## src/rtl/lsu_pkg.sv

```systemverilog
// Shared encodings for the load/store unit: access sizes, FSM states and default memory depth.
package lsu_pkg;

  localparam int LSU_MEM_WORDS = 128;

  localparam logic [1:0] SZ_BYTE = 2'd0;
  localparam logic [1:0] SZ_HALF = 2'd1;
  localparam logic [1:0] SZ_WORD = 2'd2;
  localparam logic [1:0] SZ_RSVD = 2'd3;

  typedef enum logic [1:0] {
    ST_IDLE   = 2'd0,
    ST_ACCESS = 2'd1,
    ST_MERGE  = 2'd2,
    ST_RESP   = 2'd3
  } lsu_state_e;

endpackage

```

## src/rtl/lsu_lane_align.sv

```systemverilog
// Combinational lane steering: extracts/extends load data from a memory word and
// builds the read-modify-write word for sub-word stores.
module lsu_lane_align
  import lsu_pkg::*;
(
  input  logic [1:0]  i_size,
  input  logic        i_signed,
  input  logic [1:0]  i_lane,
  input  logic [31:0] i_mem_word,
  input  logic [31:0] i_wdata,
  output logic [31:0] o_load_data,
  output logic [31:0] o_merge_word
);

  logic [7:0]  w_byte;
  logic [15:0] w_half;

  always_comb begin
    // NOTE: every output gets a default before the case so no latch is inferred.
    w_byte       = i_mem_word[7:0];
    w_half       = i_mem_word[15:0];
    o_load_data  = i_mem_word;
    o_merge_word = i_mem_word;

    case (i_lane)
      2'd1:    w_byte = i_mem_word[15:8];
      2'd2:    w_byte = i_mem_word[23:16];
      2'd3:    w_byte = i_mem_word[31:24];
      default: w_byte = i_mem_word[7:0];
    endcase

    // Halfwords select on addr[1] only; addr[0] is either trapped upstream or ignored.
    if (i_lane[1]) w_half = i_mem_word[31:16];

    case (i_size)
      SZ_BYTE: o_load_data = {{24{i_signed & w_byte[7]}}, w_byte};
      SZ_HALF: o_load_data = {{16{i_signed & w_half[15]}}, w_half};
      default: o_load_data = i_mem_word;
    endcase

    case (i_size)
      SZ_BYTE: begin
        case (i_lane)
          2'd1:    o_merge_word[15:8]  = i_wdata[7:0];
          2'd2:    o_merge_word[23:16] = i_wdata[7:0];
          2'd3:    o_merge_word[31:24] = i_wdata[7:0];
          default: o_merge_word[7:0]   = i_wdata[7:0];
        endcase
      end
      SZ_HALF: begin
        if (i_lane[1]) o_merge_word[31:16] = i_wdata[15:0];
        else           o_merge_word[15:0]  = i_wdata[15:0];
      end
      default: o_merge_word = i_wdata;
    endcase
  end

endmodule

```

## src/rtl/lsu.sv

```systemverilog
// Load/store unit FSM between the memory stage and a single-port word memory.
// Define LSU_MISALIGN_TRAP_EN to report misaligned half/word accesses as errors.
module lsu
  import lsu_pkg::*;
#(
  parameter int MEM_WORDS = LSU_MEM_WORDS
) (
  input  logic        clock,
  input  logic        reset_n,
  input  logic        req_valid,
  output logic        req_ready,
  input  logic        req_we,
  input  logic [1:0]  req_size,
  input  logic        req_signed,
  input  logic [31:0] req_addr,
  input  logic [31:0] req_wdata,
  output logic        resp_valid,
  output logic [31:0] resp_rdata,
  output logic        resp_err,
  output logic [31:0] ma,
  output logic [31:0] mwd,
  output logic        mwr,
  output logic        moe,
  input  logic [31:0] mrd
);

  localparam logic [29:0] INDEX_LIMIT = 30'(MEM_WORDS);

  lsu_state_e  r_state;
  logic        r_we;
  logic [1:0]  r_size;
  logic        r_signed;
  logic [1:0]  r_lane;
  logic [31:0] r_wdata;
  logic        r_ready;
  logic        r_resp_valid;
  logic        r_resp_err;
  logic [31:0] r_rdata;
  logic [31:0] r_ma;
  logic [31:0] r_mwd;
  logic        r_mwr;
  logic        r_moe;

  logic        w_range_err;
  logic        w_misalign;
  logic        w_req_err;
  logic [31:0] w_load_data;
  logic [31:0] w_merge_word;

  // Full upper address is compared so out-of-range indices never wrap into memory.
  assign w_range_err = (req_addr[31:2] >= INDEX_LIMIT);

`ifdef LSU_MISALIGN_TRAP_EN
  assign w_misalign = ((req_size == SZ_HALF) && req_addr[0]) ||
                      ((req_size == SZ_WORD) && (req_addr[1:0] != 2'b00));
`else
  assign w_misalign = 1'b0;
`endif

  assign w_req_err = (req_size == SZ_RSVD) || w_range_err || w_misalign;

  lsu_lane_align u_lane_align (
    .i_size       (r_size),
    .i_signed     (r_signed),
    .i_lane       (r_lane),
    .i_mem_word   (mrd),
    .i_wdata      (r_wdata),
    .o_load_data  (w_load_data),
    .o_merge_word (w_merge_word)
  );

  // NOTE: all state and registered outputs use non-blocking assignments so every
  // right-hand side sees pre-edge values regardless of statement order.
  always_ff @(posedge clock or negedge reset_n) begin
    if (!reset_n) begin
      r_state      <= ST_IDLE;
      r_we         <= 1'b0;
      r_size       <= SZ_BYTE;
      r_signed     <= 1'b0;
      r_lane       <= 2'b00;
      r_wdata      <= 32'h0;
      r_ready      <= 1'b1;
      r_resp_valid <= 1'b0;
      r_resp_err   <= 1'b0;
      r_rdata      <= 32'h0;
      r_ma         <= 32'h0;
      r_mwd        <= 32'h0;
      r_mwr        <= 1'b0;
      r_moe        <= 1'b0;
    end else begin
      case (r_state)
        ST_IDLE: begin
          if (req_valid) begin
            r_we       <= req_we;
            r_size     <= req_size;
            r_signed   <= req_signed;
            r_lane     <= req_addr[1:0];
            r_wdata    <= req_wdata;
            r_ready    <= 1'b0;
            r_rdata    <= 32'h0;
            r_resp_err <= 1'b0;
            if (w_req_err) begin
              r_resp_valid <= 1'b1;
              r_resp_err   <= 1'b1;
              r_state      <= ST_RESP;
            end else begin
              r_ma    <= {2'b00, req_addr[31:2]};
              r_state <= ST_ACCESS;
              if (req_we && (req_size == SZ_WORD)) begin
                r_mwr <= 1'b1;
                r_mwd <= req_wdata;
              end else begin
                r_moe <= 1'b1;
              end
            end
          end
        end

        ST_ACCESS: begin
          r_moe <= 1'b0;
          r_mwr <= 1'b0;
          if (!r_we) begin
            r_rdata      <= w_load_data;
            r_resp_valid <= 1'b1;
            r_state      <= ST_RESP;
          end else if (r_size == SZ_WORD) begin
            r_resp_valid <= 1'b1;
            r_state      <= ST_RESP;
          end else begin
            // The write-data register doubles as the merge register: it captures the
            // read word with the target lane already replaced.
            r_mwd   <= w_merge_word;
            r_mwr   <= 1'b1;
            r_state <= ST_MERGE;
          end
        end

        ST_MERGE: begin
          r_mwr        <= 1'b0;
          r_resp_valid <= 1'b1;
          r_state      <= ST_RESP;
        end

        ST_RESP: begin
          r_resp_valid <= 1'b0;
          r_resp_err   <= 1'b0;
          r_rdata      <= 32'h0;
          r_ready      <= 1'b1;
          r_state      <= ST_IDLE;
        end

        default: r_state <= ST_IDLE;
      endcase
    end
  end

  assign req_ready  = r_ready;
  assign resp_valid = r_resp_valid;
  assign resp_err   = r_resp_err;
  assign resp_rdata = r_rdata;
  assign ma         = r_ma;
  assign mwd        = r_mwd;
  assign mwr        = r_mwr;
  assign moe        = r_moe;

endmodule
```

## config.mk

```make
export PLATFORM = sky130hd
export DESIGN_NAME = lsu
export DESIGN_NICKNAME = d
export VERILOG_FILES = /design/src/rtl/lsu_pkg.sv /design/src/rtl/lsu_lane_align.sv /design/src/rtl/lsu.sv
export SDC_FILE = /design/constraint.sdc
export NUM_CORES = 1
export LEC_CHECK = 0
export CAP_MARGIN = 20
export CORE_UTILIZATION = 52
export DETAILED_ROUTE_END_ITERATION = 10
export PLACE_DENSITY = 0.9
export SYNTH_ARGS = -nofsm -noshare
export SYNTH_HDL_FRONTEND = slang
export SYNTH_SLANG_ARGS = --single-unit
```

## constraint.sdc

```tcl
create_clock -name clock -period 5.1 [get_ports clock]
set_input_delay 0.51 -clock clock [delete_from_list [all_inputs] [get_ports clock]]
set_output_delay 0.51 -clock clock [all_outputs]
set_load 0.05 [all_outputs]
```

## Yosys cells after proc, flatten, opt, wreduce, memory -nomap -nowiden

Index checks and enable logic that the tools add are counted.

- Bits in registers: 139
- Word-level logic and storage cells: 98
- Output and inout port bits: 101

- Reduce and logical (&&, ||, !) cells: 17
- Magnitude comparators: 1
- Bitwise gates (word level): 3
- Multiplexer cells: 44
- Equality and inequality tests: 19

Operators with widths:

| kind | number |
|---|---|
| two-way mux 32 bit | 7 |
| case mux 32 bit (2 select lines) | 3 |
| case mux 32 bit (3 select lines) | 1 |
| two-way mux 16 bit | 3 |
| two-way mux 8 bit | 4 |
| >= comparator 30 x 8 -> 1 bit, second input constant | 1 |
| case mux 8 bit (3 select lines) | 1 |
| two-way mux 1 bit | 17 |
| != test 2 bit, second input constant | 8 |
| == test 2 bit, second input constant | 7 |
| AND reduction 3 bit | 3 |
| case mux 2 bit (4 select lines) | 1 |
| AND reduction 4 bit | 2 |
| == test 2 x 1 -> 1 bit, second input constant | 3 |
| case mux 1 bit (2 select lines) | 3 |
| AND reduction 6 bit | 1 |
| nonzero test 3 bit | 2 |
| logical NOT 2 bit | 2 |
| two-way mux 2 bit | 2 |
| case mux 1 bit (4 select lines) | 1 |
| AND reduction 2 bit | 2 |
| nonzero test 2 bit | 2 |
| != test 3 bit, second input constant | 1 |
| case mux 1 bit (3 select lines) | 1 |
| 5 further kinds | 6 |

## Logic depth before layout (Yosys ltp)

- Word-level depth: 7
- Depth in mapped cells: 9

## By module

From an unflattened synthesis, not the netlist that was laid out.

- Cell total of the unflattened synthesis: 698
- Area total of the unflattened synthesis: 7588.5 sq um

Modules (own cells, without submodules):

| module | instances | cells an instance | area an instance (sq um) | sequential area each (sq um) |
|---|---|---|---|---|
| lsu | 1 | 462 | 5875.6 | 3479.6 |
| lsu_lane_align | 1 | 236 | 1712.9 | 0.0 |

## Least setup slack after synthesis

No wires, ideal clock.

- Path kind: input to register
- Start: input port req_addr[14]
- End: register r_mwd[26] (netlist: mwd[26])
- Path slack: 3022 ps
- Arrival time: 1950 ps
- Stages: 7
- Library setup time: 127 ps
- Path through: nor4_1 -> nand4_1 -> nor4b_2 -> o21ba_1 -> buf_4 -> buf_6 -> mux2_1

- Cells in the longest elaborated chain, start to end: 4

RTL lines:

| element | line | text |
|---|---|---|
| from (decl) | lsu.sv:15 | `input logic [31:0] req_addr,` |
| >= comparator 30 x 8 -> 1 bit | lsu.sv:51 | `assign w_range_err = (req_addr[31:2] >= INDEX_LIMIT);` |
| logical OR 1 bit | lsu.sv:60 | `assign w_req_err = (req_size == SZ_RSVD) \|\| w_range_err \|\| w_misalign;` |
| != test 2 bit (no line) | n/a |  |
| AND reduction 6 bit (no line) | n/a |  |
| to (signal assigned) | lsu.sv:111 | `r_mwd <= req_wdata;` |
| to (signal assigned) | lsu.sv:132 | `r_mwd <= w_merge_word;` |
| to (decl) | lsu.sv:40 | `logic [31:0] r_mwd;` |

No other way between the ends.
A chain may end at the register's enable or synchronous reset.

## Final worst setup path

- Start: register r_state[0]
- End: register r_mwr (netlist: mwr)

- Cells in the longest elaborated chain, start to end: 3
- Elaborated cells on any way between the ends: 9
- Those cells by class: eq/ne (5); mux (1); reduce/logical (3)

RTL lines:

| element | line | text |
|---|---|---|
| from (decl) | lsu.sv:29 | `lsu_state_e r_state;` |
| from (signal assigned) | lsu.sv:76 | `r_state <= ST_IDLE;` |
| from (signal assigned) | lsu.sv:105 | `r_state <= ST_RESP;` |
| from (signal assigned) | lsu.sv:108 | `r_state <= ST_ACCESS;` |
| == test 2 x 1 -> 1 bit (tied with other cells) | lsu.sv:91 | `case (r_state)` |
| nonzero test 3 bit (no line) or != test 2 bit (tied branches) | n/a |  |
| AND reduction 4 bit (no line) | n/a |  |
| to (signal assigned) | lsu.sv:88 | `r_mwr <= 1'b0;` |
| to (signal assigned) | lsu.sv:110 | `r_mwr <= 1'b1;` |
| to (signal assigned) | lsu.sv:121 | `r_mwr <= 1'b0;` |
| to (decl) | lsu.sv:41 | `logic r_mwr;` |

Several ways; a longest one is shown, not always the timed one.

==> results.ini <==
[clock_network]
ctsRootBufferMaster = clkbuf_16
cts_max_level = 4
hold_buffers = 0
cts_buffer_depth = 2
cts.sinks = 139
numCtsBuffers = 17
cts-resized-gates = 0
cts.clk_slew.worst_paths_ps = 60
post_cts_buffers = 0
cts_tree = yes
clk-insertion-delay-late_ps = 420

[die]
die_w_um = 119
start_util = 0.535
die_area_sq_um = 14200
coreArea_sq_um = 13300
num_io_pins = 204
rows = 42
die_height_um = 119

[global_route]
antenna_found_initial = 1
track_usage = 0.308
grt_pass1_vias = 6079
grt_pass1_wl_mm = 33.3
gr-total-overflow = 0
grt_max_degree = 86

[synthesis]
synth-edff-count = 0
syn_area_sq_um = 7110
syn_inst = 673
syn_avg_cell_area_sq_um = 10.6
ys_ff_latch = 139
synth_cell_types = 49
seq_area_frac_synth = 0.489
ys_warn_count = 0
synth_ff_type = dfrtp_1
synthArstFlopShare = 1.00

[drt]
wl_per_cell_um = 20.4
dr.pass1.iters = 8
drtAntennaViolNets = 0
drtIter0Drc = 647
wl_mm = 21.1
vias_per_cell = 5.99
vias = 6222
drc = 0

[sta]
finalCriticalPeriod_ps = 3240
rsz0062_at_grt = false
maxSlewViolCount = 0
relSlewSlack = 0.297
worst_slew_pin_slew_ps = 1050
max_freq_mhz = 309
finalHoldViolCount = 0
fin_worst_skew_ps = 5.19
setup_viol = 0
whs_ps = 114
timing.setup.tns_ps = 0
min_period_over_period = 0.635

[power]
p_leak_nw = 4.16
power_density_nw_per_um2 = 661
vdd_drop_max_mv = 0.462

[flow_run]
maxCapViolCount = 0

[min_path]
holdCritPathClass = input port to asynchronous set/reset pin

[critical_path]
critPathKind = register to register
cp.arrival_ps = 3540
critPathMaxFanout = 40
worstPathRequired_ps = 5400
cp-start-kind = register
end_kind = register

[placement]
dp.cells = 1005
placed_cell_area_sq_um = 9160
post-dp-hpwl_mm = 14.3
port_buffers = 201
gp_congestion = 0.871

[final_layout]
final_cells = 1038
fin_nets = 956
final_cell_area_sq_um = 9780
drive_gt1_frac = 0.148
utilization = 0.736
area_delta_synth_final_pct = 37.5

[status]
status = finished clean

worst max-delay path: stages (launching register included):
cell	delay, ps
dfrtp_1	430
inv_1	130
ha_1	420
nand2_2	690
nor4_4	960
a21oi_1	170
mux2_2	320
cells in the mapped netlist (2+ instances only):
cell type	count	area share
a21boi_0	8	0.0084
a21o_1	5	0.0053
a21oi_1	14	0.0098
a21oi_2	2	0.0025
a221o_1	16	0.023
a222oi_1	6	0.0084
a22oi_1	12	0.013
a31oi_1	17	0.015
a41oi_1	5	0.0062
and3_1	9	0.0079
buf_1	4	0.0021
buf_2	8	0.0056
buf_4	7	0.0074
buf_6	3	0.0047
clkbuf_1	31	0.016
dfrtp_1	138	0.49
ha_1	5	0.0088
inv_1	15	0.0079
mux2_1	26	0.041
mux2_2	80	0.13
mux2i_1	5	0.0070
nand2_1	53	0.028
nand2b_1	5	0.0044
nand3_1	18	0.013
nor2_1	44	0.023
nor2b_1	38	0.033
nor3_1	10	0.0070
nor4_1	5	0.0044
o211ai_1	7	0.0074
o21ai_0	46	0.032
o21ai_1	5	0.0035
o22ai_1	9	0.0079
power by group:
group | leakage, nW | internal, mW | total, mW | switching, mW
clock | 0.303 | 0.833 | 1.30 | 0.464
sequential | 1.76 | 1.51 | 1.89 | 0.379
combinational | 2.10 | 1.28 | 3.28 | 2.00
stage by stage:
stage | setup WS (ps) | power, mW
6_report | 1860 | 6.47
5_1_grt | 1570 | 6.76
4_1_cts | 1860 | 6.44
3_5_place_dp | 1720 | 5.10
3_3_place_gp | 1820 | 5.02
2_1_floorplan | 3020 | 4.15
registers in the layout, summed over array words and instances, names as in the netlist, 2 cells and up:
name / cells
ma: 30
mwd: 32
r_lane: 2
r_size: 2
r_state: 2
r_wdata: 32
resp_rdata: 32
worst paths after layout:
kind | startpoint | end | slack (ps) | cells past startpoint
max | r_state[0] | mwr | 1860 | 6
max reg2reg | r_state[0] | mwr | 1860 | 6
max in group asynchronous | reset_n | ma[18] | 3760 | 2
min reg2reg | resp_rdata[2] | resp_rdata[2] | 480 | 2
min in group clock | resp_rdata[2] | resp_rdata[2] | 480 | 2
min | reset_n | mwd[28] | 110 | 1
cell families (layout without fill, tap and decap cells):
| kind of cell | after synthesis | after routing | share of synthesized area |
|---|---|---|---|
| other | 1 | 3 | 0.000527 |
| muxes | 112 | 112 | 0.178 |
| DFF | 139 | 139 | 0.489 |
| and+or+nand+nor | 190 | 190 | 0.131 |
| buffers and inverters | 69 | 256 | 0.0448 |
| adders and majority gates | 5 | 5 | 0.00879 |
| AOI/OAI and AO/OA | 157 | 157 | 0.148 |
cell usage in the layout, fill, tap and decap left out, types with 3 or more instances in the layout:
master,n
mux2_1,26
nor2b_1,38
a21oi_1,14
ha_1,4
a31oi_1,17
o211ai_1,7
nor3_1,10
a21boi_0,8
a221o_1,16
nand2_1,52
o21ai_1,5
inv_1,15
nor2_1,44
o21ai_0,46
a22oi_1,12
buf_4,8
clkbuf_1,3
clkbuf_8,5
a222oi_1,6
dfrtp_1,138
mux2_2,80
bufinv_16,3
mux2i_1,5
clkdlybuf4s50_1,200
clkinv_2,3
a41oi_1,5
and3_1,9
o22ai_1,9
nand3_1,18
clkbuf_16,17
nor4_1,5
nand2b_1,5
a21o_1,5
per-layer routing:
metal	track usage	routed length (um)	up-vias
li1	-	-	2776
met5	0	0	-
met4	0.157	877	0
met1	0.422	8770	2998
met2	0.465	9780	380
met3	0.0603	1710	68
area by class of cell:
type | count | area, sq um
antenna | 1 | 2.50
multi-input combinational | 466 | 3330
timing repair buffer | 209 | 2070
tap | 176 | 220
clock buffer | 25 | 505
sequential | 139 | 3480
fill | 868 | 3510
inverter | 15 | 56.3
clock inverter | 7 | 113
No activity file was read; power rests on OpenSTA's default activity.
